--- src/rtl/chg_chain_seq_if.sv ---
// chg_chain_seq_if: handshake and data bundle between the increment-chain
// sequencer and its environment (test top plus the chain under test).
// Signal names carry the direction seen from the sequencer (i_ = into it,
// o_ = out of it). The sequencer uses the slave modport and the environment
// uses the master modport.
interface chg_chain_seq_if #(
    parameter int WIDTH = 32
) ();
    logic             i_start;
    logic [WIDTH-1:0] i_base;
    logic [WIDTH-1:0] i_chain;
    logic [WIDTH-1:0] o_seed;
    logic             o_busy;
    logic             o_done;
    logic             o_pass;
    logic [7:0]       o_err_count;
    logic [7:0]       o_vec_idx;

    modport master (
        output i_start, i_base, i_chain,
        input  o_seed, o_busy, o_done, o_pass, o_err_count, o_vec_idx
    );

    modport slave (
        input  i_start, i_base, i_chain,
        output o_seed, o_busy, o_done, o_pass, o_err_count, o_vec_idx
    );
endinterface

--- src/rtl/chg_chain_seq.sv ---
// chg_chain_seq: drives NUM_VEC consecutive seeds into an N-stage "+1"
// combinational chain, waits SETTLE cycles per seed, then checks that the
// chain returned seed + STAGES (mod 2^WIDTH). Reports busy/done/pass and a
// saturating mismatch count. Every output comes straight from a flop.
//
// Optional build macro: CHG_SEQ_STOP_ON_FAIL_EN
//   defined   -> the first mismatching vector ends the run immediately
//                (err_count = 1, vec_idx holds the failing index).
//   undefined -> every vector is checked and mismatches accumulate.
module chg_chain_seq #(
    parameter int WIDTH   = 32,
    parameter int STAGES  = 6,
    parameter int SETTLE  = 2,   // legal 1..15
    parameter int NUM_VEC = 8    // legal 1..255
) (
    input  logic             i_clk,
    input  logic             i_reset_l,
    chg_chain_seq_if.slave   bus
);

    typedef enum logic [2:0] {
        ST_IDLE   = 3'd0,
        ST_DRIVE  = 3'd1,
        ST_SETTLE = 3'd2,
        ST_CHECK  = 3'd3,
        ST_DONE   = 3'd4
    } state_t;

    localparam logic [3:0]       SETTLE_LOAD = 4'(SETTLE - 1);
    localparam logic [7:0]       LAST_IDX    = 8'(NUM_VEC - 1);
    localparam logic [WIDTH-1:0] STAGE_OFS   = WIDTH'(STAGES);

    // Value a healthy chain must return for a given seed (wraps naturally).
    function automatic logic [WIDTH-1:0] expected_of(input logic [WIDTH-1:0] seed);
        return seed + STAGE_OFS;
    endfunction

    // Error counter increment that sticks at the all-ones ceiling.
    function automatic logic [7:0] sat_inc(input logic [7:0] cnt);
        if (cnt == 8'hFF) begin
            return cnt;
        end else begin
            return cnt + 8'd1;
        end
    endfunction

    state_t           r_state;
    logic [3:0]       r_settle_cnt;
    logic [WIDTH-1:0] r_seed;
    logic             r_busy;
    logic             r_done;
    logic             r_pass;
    logic [7:0]       r_err_count;
    logic [7:0]       r_vec_idx;

    logic [WIDTH-1:0] w_expect;
    logic             w_mismatch;
    logic [7:0]       w_err_next;
    logic             w_last_vec;

    // Compare the returning chain value against the expected offset seed.
    always_comb begin
        w_expect   = expected_of(r_seed);
        w_mismatch = (bus.i_chain != w_expect);
        w_last_vec = (r_vec_idx == LAST_IDX);
        if (w_mismatch) begin
            w_err_next = sat_inc(r_err_count);
        end else begin
            w_err_next = r_err_count;
        end
    end

    // Sequencer FSM with all status outputs registered alongside the state.
    always_ff @(posedge i_clk) begin
        if (!i_reset_l) begin
            r_state      <= ST_IDLE;
            r_settle_cnt <= 4'd0;
            r_seed       <= '0;
            r_busy       <= 1'b0;
            r_done       <= 1'b0;
            r_pass       <= 1'b0;
            r_err_count  <= 8'd0;
            r_vec_idx    <= 8'd0;
        end else begin
            case (r_state)
                ST_IDLE, ST_DONE: begin
                    // A new run may start from rest or straight out of DONE.
                    if (bus.i_start) begin
                        r_state     <= ST_DRIVE;
                        r_seed      <= bus.i_base;
                        r_vec_idx   <= 8'd0;
                        r_err_count <= 8'd0;
                        r_busy      <= 1'b1;
                        r_done      <= 1'b0;
                        r_pass      <= 1'b0;
                    end else begin
                        r_state <= r_state;
                    end
                end
                ST_DRIVE: begin
                    r_state      <= ST_SETTLE;
                    r_settle_cnt <= SETTLE_LOAD;
                end
                ST_SETTLE: begin
                    if (r_settle_cnt == 4'd0) begin
                        r_state <= ST_CHECK;
                    end else begin
                        r_settle_cnt <= r_settle_cnt - 4'd1;
                    end
                end
                ST_CHECK: begin
                    r_err_count <= w_err_next;
`ifdef CHG_SEQ_STOP_ON_FAIL_EN
                    if (w_mismatch || w_last_vec) begin
`else
                    if (w_last_vec) begin
`endif
                        r_state <= ST_DONE;
                        r_busy  <= 1'b0;
                        r_done  <= 1'b1;
                        r_pass  <= (w_err_next == 8'd0);
                    end else begin
                        r_state   <= ST_DRIVE;
                        r_vec_idx <= r_vec_idx + 8'd1;
                        r_seed    <= r_seed + {{(WIDTH-1){1'b0}}, 1'b1};
                    end
                end
                default: begin
                    r_state <= ST_IDLE;
                    r_busy  <= 1'b0;
                    r_done  <= 1'b0;
                    r_pass  <= 1'b0;
                end
            endcase
        end
    end

    assign bus.o_seed      = r_seed;
    assign bus.o_busy      = r_busy;
    assign bus.o_done      = r_done;
    assign bus.o_pass      = r_pass;
    assign bus.o_err_count = r_err_count;
    assign bus.o_vec_idx   = r_vec_idx;

endmodule
--- src/flat_wrapper.sv ---
// flat-port wrapper written by rule: the top's interface ports become plain ports
module chg_chain_seq_flat 
#(
    parameter int WIDTH   = 32,
    parameter int STAGES  = 6,
    parameter int SETTLE  = 2,                 
    parameter int NUM_VEC = 8                   
)
  (i_clk, i_reset_l, bus_i_start, bus_i_base, bus_i_chain, bus_o_seed, bus_o_busy, bus_o_done, bus_o_pass, bus_o_err_count, bus_o_vec_idx);
  chg_chain_seq_if #(.WIDTH(WIDTH)) bus_i ();
  input  logic i_clk;
  input  logic i_reset_l;
  input wire logic [$bits(bus_i.i_start)-1:0] bus_i_start;
  input wire logic [$bits(bus_i.i_base)-1:0] bus_i_base;
  input wire logic [$bits(bus_i.i_chain)-1:0] bus_i_chain;
  output wire logic [$bits(bus_i.o_seed)-1:0] bus_o_seed;
  output wire logic [$bits(bus_i.o_busy)-1:0] bus_o_busy;
  output wire logic [$bits(bus_i.o_done)-1:0] bus_o_done;
  output wire logic [$bits(bus_i.o_pass)-1:0] bus_o_pass;
  output wire logic [$bits(bus_i.o_err_count)-1:0] bus_o_err_count;
  output wire logic [$bits(bus_i.o_vec_idx)-1:0] bus_o_vec_idx;
  assign bus_i.i_start = bus_i_start;
  assign bus_i.i_base = bus_i_base;
  assign bus_i.i_chain = bus_i_chain;
  assign bus_o_seed = bus_i.o_seed;
  assign bus_o_busy = bus_i.o_busy;
  assign bus_o_done = bus_i.o_done;
  assign bus_o_pass = bus_i.o_pass;
  assign bus_o_err_count = bus_i.o_err_count;
  assign bus_o_vec_idx = bus_i.o_vec_idx;
  chg_chain_seq #(.WIDTH(WIDTH), .STAGES(STAGES), .SETTLE(SETTLE), .NUM_VEC(NUM_VEC)) u_core (.i_clk(i_clk), .i_reset_l(i_reset_l), .bus(bus_i));
endmodule
--- config.mk ---
export PLATFORM = sky130hd
export DESIGN_NAME = chg_chain_seq_flat
export DESIGN_NICKNAME = d
export VERILOG_FILES = /design/src/rtl/chg_chain_seq_if.sv /design/src/rtl/chg_chain_seq.sv /design/src/flat_wrapper.sv
export SDC_FILE = /design/constraint.sdc
export NUM_CORES = 1
export LEC_CHECK = 0
export BUFFER_PORTS_ARGS = -buffer_cell sky130_fd_sc_hd__buf_4
export CAP_MARGIN = 20
export CORE_MARGIN = 3
export CORE_UTILIZATION = 30
export CTS_CLUSTER_SIZE = 40
export DETAILED_ROUTE_END_ITERATION = 10
export PLACE_DENSITY = 0.51
export SYNTH_ARGS = -nofsm -noshare
export SYNTH_HDL_FRONTEND = slang
export SYNTH_SLANG_ARGS = --single-unit
--- constraint.sdc ---
create_clock -name i_clk -period 3.5 [get_ports i_clk]
set_input_delay 0.525 -clock i_clk [delete_from_list [all_inputs] [get_ports i_clk]]
set_output_delay 0.525 -clock i_clk [all_outputs]
set_load 0.1 [all_outputs]
==> out/qor.txt, run 1 <==
Layout cell share with drive strength beyond 1: 0.250
Initial Utilization: 0.311
Top-count cell post-synth: nor2_1
Post-route cell area: 5910 um^2
Core Util, Final: 0.402
Post-CTS Setup Inserts: 0
CTS tree: done
Placer Congestion: 1.01
Routed WL: 17,600 um
Largest buffer count on any clock path: 2
Gr usage total: 0.210
Stages on worst setup path: 12
Core area: 14,700 um^2
RSZ-0062 raised after global routing: no
Worst Setup Start Kind: flip-flop
Worst-Margin Slew: 0.669 ns
Pre-CTS setup slack: 0.264 ns
Final setup margin: 0.313 ns
TritonCTS Buffers: 9
DIE AREA: 16,700 um^2
Synthesized area per cell: 7.22 um^2
Final Setup Violations: 0
Layout filler cell count: 1,551
PD cells: 556 nW/um^2
DRT iter0 DRCs: 420
Drt pass-1 iters: 5
Worst Min Path Start: bus_i_base[0]
Reg area: 1160 um^2
Buf/Inv on CP: 1
Status: completed
Number of remaining DRC errors: 0
FFs w/ async S/R, synth: 0
Worst R2R Start: u_core.bus.o_seed[1]
Share of the synthesized area in the top cell type: 0.254
Area added between synthesis and finish: 29.4%
Cell Chain, Critical Path: inv_1 -> ha_1 -> nand2b_1 -> nor4_1 -> nand4_1 -> xnor2_1 -> o211ai_1 -> nor4_4 -> nand3_4 -> a21o_2 -> o2bb2ai_1 -> o31ai_1
Grt ovf: 0
Via-to-Cell Ratio: 5.54
Hold Crit Depth: 3
Chip Width: 129 um
Seq cells post-synth: 58
Placed cell area: 5620 um^2
Slew HR: 0.551
Mapped cell area: 4570 um^2
DR vias: 5,172
Initial antenna violation count: 0
Post-synth EDFFs: 0
Hpwl dp: 13,100 um
Worst EP arrival: 3.44 ns
Crit Path Max Fanout: 13
Top layer used by detailed routing: met4
Hold-fix buffers, CTS: 0
Setup CP Type: flip-flop to flip-flop
I/O pins: 118
CTS H-tree depth: 3
Cell total after placement: 917
Synth unique cells: 68
Setup TNS: 0 ns
Area taken by multi-input logic gates: 3120 um^2
CP delay by family, top: simple AND/OR/NAND/NOR gates
Synth area leaders: dfxtp_1 (25%), nor2_1 (7.6%), xnor2_1 (5.8%)
Final slew viol count: 0
CP max stage cell: nor4_1
Final antenna-violating net count: 0
Min Tclk post-route: 3.19 ns
Avg WL per Cell: 18.8 um
Clk sinks: 58
Maximum capacitance violations: 0
DR WL met3: 1260 um
Worst-skew pair later-pin latency: 0.34 ns
Slowest stage delay, CP: 0.42 ns
CP required: 3.75 ns
Die span in y: 129 um
R2R cell count: 12
Mapped Cells: 633
Vias in the first global route: 4,924
PostCTS Resize Cnt: 0
R2r setup slk: 0.31 ns
Largest net degree at the start of global routing: 45
Register area share after synthesis: 0.254
Ys Warns: 0
Worst reg2reg endpoint: u_core.bus.o_pass
Post-synth top cells: nor2_1 (93), nand2_1 (68), dfxtp_1 (58)
Final net count: 818
Main synth FF type: dfxtp_1
Hold Path End: u_core.bus.o_seed[0]
First-pass GRT wire length: 27,500 um
Crit path capture type: flip-flop
Post-route insts no fill: 933
VDD IR-drop max: 0.000220 V
Final period util: 0.911
Post-synth top area cell: dfxtp_1
Highest Clock Rate: 314 MHz
Worst Skew: 0.00599 ns
Rows: 44
CTS root buf: clkbuf_16
Hold Path Class: input port to flip-flop
Final Hold Fails: 0
Met2 Wirelength: 7840 um
Inserted Diodes: 0
Port buffer count: 117
Clock-pin slew on the worst setup and hold paths: 0.05 ns
Syn nets: 707
Leakage: 2.32 nW
Met1 WL: 8050 um
## stage by stage
step                      hold WS [ns]  power [mW]
final                            0.465        3.28
after global routing             0.469        3.45
after detailed placement         0.457        2.40
after global placement           0.454        2.39
after floorplan                  0.485        1.99
after CTS                        0.459        3.29
## worst max-delay path by stage
stage	from	to	slack (ns)
floorplan	u_core.bus.o_seed[15]	u_core.bus.o_pass	0.16
CTS	u_core.bus.o_seed[1]	u_core.bus.o_pass	0.27
global route	u_core.bus.o_seed[1]	u_core.bus.o_pass	0.08
global placement	u_core.bus.o_seed[1]	u_core.bus.o_pass	0.41
detailed placement	u_core.bus.o_seed[1]	u_core.bus.o_pass	0.26
finish	u_core.bus.o_seed[1]	u_core.bus.o_pass	0.31
## final cells by class
type | count | share of cell area
inverter | 11 | 0.00699
clock inverter | 6 | 0.00974
clock buffer | 10 | 0.0387
timing repair buffer | 142 | 0.180
sequential | 58 | 0.197
multi-input combinational | 522 | 0.528
tap | 184 | 0.0390
## cell usage in the layout, fill, tap and decap left out, drive strengths merged, types with 7 or more instances in the layout
master    n
a211oi   10
a21oi    50
a22oi     9
a31oi    12
and3     14
buf     142
clkbuf   10
dfxtp    58
ha        7
inv      10
nand2    68
nand3    32
nand4    20
nor2     93
nor3     26
nor4     15
o21ai    43
o22ai    12
or3       8
xnor2    30
xor2     20
## cell families (layout without fill, tap and decap cells)
family / Yosys count / in the layout / share of synthesized area
DFF: 58 / 58 / 0.254
and+or+nand+nor: 303 / 303 / 0.347
muxes: 1 / 1 / 0.00246
buffers and inverters: 53 / 169 / 0.0652
AOI/OAI and AO/OA: 161 / 161 / 0.216
adders and majority gates: 7 / 7 / 0.0192
xor gates and xnor gates: 50 / 50 / 0.0959
## sequential cells by signal (all words and copies together), names as in the netlist
name and cells:
u_core.r_state 3, u_core.bus.o_pass 1, u_core.r_settle_cnt 4, u_core.bus.o_err_count 8, u_core.bus.o_vec_idx 8, u_core.bus.o_seed 32, u_core.bus.o_busy 1, u_core.bus.o_done 1
## power by group
part | switching [mW] | leakage (nW) | total, mW | internal [mW]
combinational | 1.04 | 1.71 | 1.48 | 0.437
sequential | 0.170 | 0.475 | 0.917 | 0.747
clock | 0.341 | 0.142 | 0.887 | 0.546
## tightest hold or removal path, cell delays in order
cell	delay [ns]
buf_4	0.11
nand3_1	0.06
a21oi_1	0.06
## layer usage
| layer | vias up | GRT usage |
|---|---|---|
| met5 | - | 0 |
| met3 | 28 | 0.0400 |
| met4 | 0 | 0.0754 |
| met2 | 211 | 0.323 |
| met1 | 2410 | 0.293 |
| li1 | 2523 | - |
No activity file was read; power rests on OpenSTA's default activity.
==> inputs of run 2 (changes only) <==
CAP_MARGIN = unset   (was 20)
CTS_BUF_LIST = sky130_fd_sc_hd__clkbuf_8   (was unset)
==> run 2 against run 1 <==
Effect of this change:
- cell count did not move
- register-to-register slack improved by 0.02 ns
- combinational power barely moved
- flip-flop and latch count did not move
- non-clock buffer count did not move
- final area fell by 1.7%
- worst setup slack improved by 0.021 ns
- via count fell by 0.72%
- critical path depth did not move
- wire length fell by 0.68%
- hold slack got worse by 0.026 ns
- critical path type unchanged
==> out/qor.txt, run 2 (synthesis gave the netlist of run 1 again) <==
PD cells: 521 nW/um^2
Post-route cell area: 5810 um^2
Maximum capacitance violations: 0
Crit path capture type: flip-flop
Clock power frac: 0.209
RSZ-0062 raised after global routing: no
DR vias: 5,135
Number of flip-flops under the largest register name: 32
Initial Utilization: 0.311
Placer Congestion: 1.01
Hpwl dp: 13,100 um
Hold Path Class: input port to flip-flop
Clk sinks: 58
Port buffer count: 117
Largest buffer count on any clock path: 2
First-pass GRT wire length: 27,400 um
Layout filler cell count: 1,555
Number of remaining DRC errors: 0
Clock-pin slew on the worst setup and hold paths: 0.07 ns
Cell total after placement: 917
Final net count: 818
CTS root buf: clkbuf_8
Rows: 44
Switching Fraction: 0.503
Cell internal pwr: 1.50 mW
Hold Crit Depth: 3
DRT iter0 DRCs: 390
Layout cell share with drive strength beyond 1: 0.250
Slew HR: 0.550
Worst-skew pair later-pin latency: 0.36 ns
Chip Width: 129 um
Final antenna-violating net count: 0
Status: completed
Worst Setup Start Kind: flip-flop
CP required: 3.77 ns
Logic pwr share: 0.489
Area taken by multi-input logic gates: 3120 um^2
Worst Skew: 0.0121 ns
VDD IR-drop max: 0.000186 V
Core area: 14,700 um^2
Routed WL: 17,500 um
Die span in y: 129 um
Gr usage total: 0.210
Inserted Diodes: 0
Setup CP Type: flip-flop to flip-flop
Drt pass-1 iters: 5
Worst-Margin Slew: 0.671 ns
Leakage: 2.28 nW
CTS tree: done
TritonCTS Buffers: 9
Setup TNS: 0 ns
R2R cell count: 12
Via-to-Cell Ratio: 5.50
Commonest non-fill, non-tap cell in the layout: buf_4
Final period util: 0.905
Largest net degree at the start of global routing: 45
Crit Path Max Fanout: 13
Min Tclk post-route: 3.17 ns
Final Setup Violations: 0
Grt ovf: 0
Placed cell area: 5620 um^2
Initial antenna violation count: 0
Part of the power in registers: 0.302
Post-route insts no fill: 933
Vias in the first global route: 4,917
Worst EP arrival: 3.44 ns
CTS H-tree depth: 3
Final setup margin: 0.334 ns
Avg WL per Cell: 18.7 um
Final Power: 3.02 mW
DIE AREA: 16,700 um^2
Final Hold Fails: 0
Worst hold margin: 0.440 ns
Core Util, Final: 0.395
Highest Clock Rate: 316 MHz
Commonest non-fill, non-tap cells in the layout: buf_4 (142), nor2_1 (92), nand2_1 (68), dfxtp_1 (56), a21oi_1 (49)
Switching power total: 1.52 mW
I/O pins: 118
Area added between synthesis and finish: 27.2%
Pre-CTS setup slack: 0.264 ns
Reg area: 1160 um^2
Final slew viol count: 0
==> run 2: repair_timing <==
| action | CTS | global route |
|---|---|---|
| buffers inserted | 0 | 0 |
| hold buffers | 0 | 0 |
| endpoints found under the setup margin | 0 | 1 |
| endpoints found under the hold margin | 0 | 0 |
| resized for setup | 0 | 1 |
==> run 2: final cells by class <==
type,instances,share of cell area
timing repair buffer,142,0.184
multi-input combinational,522,0.538
tap,184,0.0396
clock inverter,7,0.0106
sequential,58,0.200
clock buffer,9,0.0213
inverter,11,0.00711
==> run 2: critical path: stages (launching register included) <==
cell and delay [ns]:
dfxtp_2 0.41, inv_1 0.06, ha_1 0.25, nand2b_1 0.27, nor4_1 0.40, nand4_1 0.16, xnor2_1 0.20, o211ai_1 0.16
nor4_4 0.35, nand3_4 0.23, a21o_2 0.26, o2bb2ai_1 0.12, o31ai_1 0.22
==> run 2: routing by layer <==
metal / share of wire / global-route usage / wire (um)
met5: 0 / 0 / 0
met4: 0.027 / 0.0821 / 476
met3: 0.063 / 0.0383 / 1100
met2: 0.44 / 0.321 / 7730
met1: 0.47 / 0.292 / 8150
==> run 2: final timing paths <==
check	from	to	slack, ns
setup / recovery	u_core.bus.o_seed[1]	u_core.bus.o_pass	0.33
hold reg to reg	u_core.bus.o_busy	u_core.bus.o_busy	0.47
hold / removal	bus_i_base[0]	u_core.bus.o_seed[0]	0.44
setup reg to reg	u_core.bus.o_seed[1]	u_core.bus.o_pass	0.33
==> run 2: power by group through the flow <==
stage	Clock (mW)	Combinational (mW)	Sequential [mW]
6_report	0.632	1.48	0.914
5_1_grt	0.678	1.58	0.932
4_1_cts	0.648	1.48	0.913
3_5_place_dp	0	1.47	0.926
3_3_place_gp	0	1.47	0.923
2_1_floorplan	0	0.621	1.37
==> inputs of run 3 (changes only) <==
BUFFER_PORTS_ARGS = -buffer_cell sky130_fd_sc_hd__clkbuf_2   (was -buffer_cell sky130_fd_sc_hd__buf_4)
GPL_TIMING_DRIVEN = 0   (was unset)
PLACE_DENSITY = 0.53   (was 0.51)
clock period = 2.9 ns   (was 3.5 ns; I/O delays follow)
==> run 3 against run 2 <==
Effect of this change:
- sequential share of layout area grew 0.28 points
- final area grew 4.4%
- die area is the same
- wire length grew 9.4%
- register-to-register slack lost 0.29 ns
- clock power grew 19%
- cell count grew 4.4%
- clock skew grew 0.00061 ns
- sequential power grew 20%
- count of clock-buffer cells in the layout is the same
- total power grew 22%
- critical path depth grew 1
==> out/qor.txt, run 3 (synthesis gave the netlist of run 1 again) <==
Die span in y: 129 um
Final Setup Violations: 0
Inserted Diodes: 0
Leakage: 2.48 nW
Number of remaining DRC errors: 0
DRT iter0 DRCs: 244
Stages on worst setup path: 13
Final Hold Fails: 0
VDD IR-drop max: 0.000248 V
Layout cell share with drive strength beyond 1: 0.322
Min Tclk post-route: 2.85 ns
Hpwl dp: 14,200 um
Initial antenna violation count: 0
Top layer used by detailed routing: met4
Initial Utilization: 0.311
Final slew viol count: 0
Gr usage total: 0.219
Drt pass-1 iters: 5
Rows: 44
PD cells: 611 nW/um^2
CTS tree: done
DR WL met3: 1270 um
Worst Skew: 0.0127 ns
Largest net degree at the start of global routing: 11
Grt ovf: 0
Chip Width: 129 um
Critical Path Start: u_core.bus.o_seed[1]
R2r setup slk: 0.05 ns
Port buffer count: 116
I/O pins: 118
Routed WL: 19,100 um
Clk sinks: 58
Worst-skew pair later-pin latency: 0.36 ns
Worst-Margin Slew: 0.768 ns
Final antenna-violating net count: 0
Met2 Wirelength: 9090 um
Highest Clock Rate: 351 MHz
CP required: 3.18 ns
First-pass GRT wire length: 28,300 um
Via-to-Cell Ratio: 5.60
Buf/Inv on CP: 2
DIE AREA: 16,700 um^2
Met1 WL: 8400 um
Vias in the first global route: 5,062
Slowest stage delay, CP: 0.39 ns
Clock-pin slew on the worst setup and hold paths: 0.08 ns
Status: completed
Commonest non-fill, non-tap cells in the layout: clkbuf_2 (121), nor2_1 (92), nand2_1 (68), a21oi_1 (48), o21ai_0 (38)
Worst R2R Start: u_core.bus.o_seed[1]
CP delay by family, top: simple AND/OR/NAND/NOR gates
Maximum capacitance violations: 0
DR vias: 5,458
Worst EP arrival: 3.14 ns
Crit Path Max Fanout: 7
Final period util: 0.984
Worst Setup Start Kind: flip-flop
Placer Congestion: 0.970
Hold Path Class: input port to flip-flop
TritonCTS Buffers: 9
Core Util, Final: 0.412
Area added between synthesis and finish: 32.7%
Final net count: 859
Slew HR: 0.488
Core area: 14,700 um^2
CP max stage cell: or3_1
CTS H-tree depth: 3
Largest buffer count on any clock path: 2
CP Capture Point: u_core.bus.o_err_count[4]
Avg WL per Cell: 19.6 um
Worst reg2reg endpoint: u_core.bus.o_err_count[4]
Worst hold margin: 0.324 ns
R2R cell count: 13
CTS root buf: clkbuf_8
Number of flip-flops under the largest register name: 32
Commonest non-fill, non-tap cell in the layout: clkbuf_2
Setup CP Type: flip-flop to flip-flop
Cell Chain, Critical Path: inv_1 -> ha_4 -> nand2b_4 -> or2_4 -> o211a_1 -> a21o_1 -> o2111ai_2 -> nor4_4 -> buf_4 -> nand3_4 -> nand2_1 -> or3_1 -> a21oi_1
RSZ-0062 raised after global routing: yes
Crit path capture type: flip-flop
run 3: final cells by class:
cell class / instances / area [um^2]
clock inverter: 7 / 62.6
buffer: 38 / 244
multi-input combinational: 522 / 3330
inverter: 11 / 41.3
tap: 184 / 230
fill: 1572 / 8640
sequential: 58 / 1230
clock buffer: 9 / 124
timing repair buffer: 145 / 796
run 3: worst min path at each step:
stage | startpoint | to | slack [ns] | depth (start not counted)
3_3_place_gp | u_core.bus.o_busy | u_core.bus.o_busy | 0.47 | 2
6_report | bus_i_base[1] | u_core.bus.o_seed[1] | 0.32 | 3
2_1_floorplan | u_core.r_settle_cnt[3] | u_core.r_settle_cnt[3] | 0.49 | 2
5_1_grt | bus_i_base[0] | u_core.bus.o_seed[0] | 0.34 | 3
4_1_cts | bus_i_base[0] | u_core.bus.o_seed[0] | 0.32 | 3
3_5_place_dp | u_core.bus.o_busy | u_core.bus.o_busy | 0.47 | 2
run 3: per-layer routing:
metal	track usage	up-vias
met5	0	-
met4	0.0704	0
met3	0.0425	31
met2	0.363	207
met1	0.288	2622
li1	-	2598
run 3: what timing repair did:
action	4_1_cts	5_1_grt
setup endpoints to repair	27	39
buffers inserted	7	21
gates resized for setup	19	28
hold buffers	0	0
cloned	0	1
pin swaps	7	17
run 3: tightest hold or removal path, stage by stage:
cell	delay [ns]
clkbuf_2	0.08
nand2_1	0.05
a311oi_1	0.08
run 3: power by group:
part / leakage, nW / internal, mW / switching [mW]
registers: 0.489 / 0.920 / 0.177
logic: 1.89 / 0.497 / 1.36
clock network: 0.0976 / 0.387 / 0.364
run 3: metrics by stage:
step	setup TNS (ns)	instance area [um^2]	cells	total power [mW]	worst slack (ns)
final	0	6060	974	3.70	0.0478
after global routing	-0.225	6060	974	3.88	-0.109
after CTS	-0.0723	5790	955	3.65	-0.0723
after detailed placement	-3.33	5460	933	2.87	-0.367
after global placement	-2.81	5460	933	2.86	-0.361
after floorplan	0	4650	633	2.43	0.00493
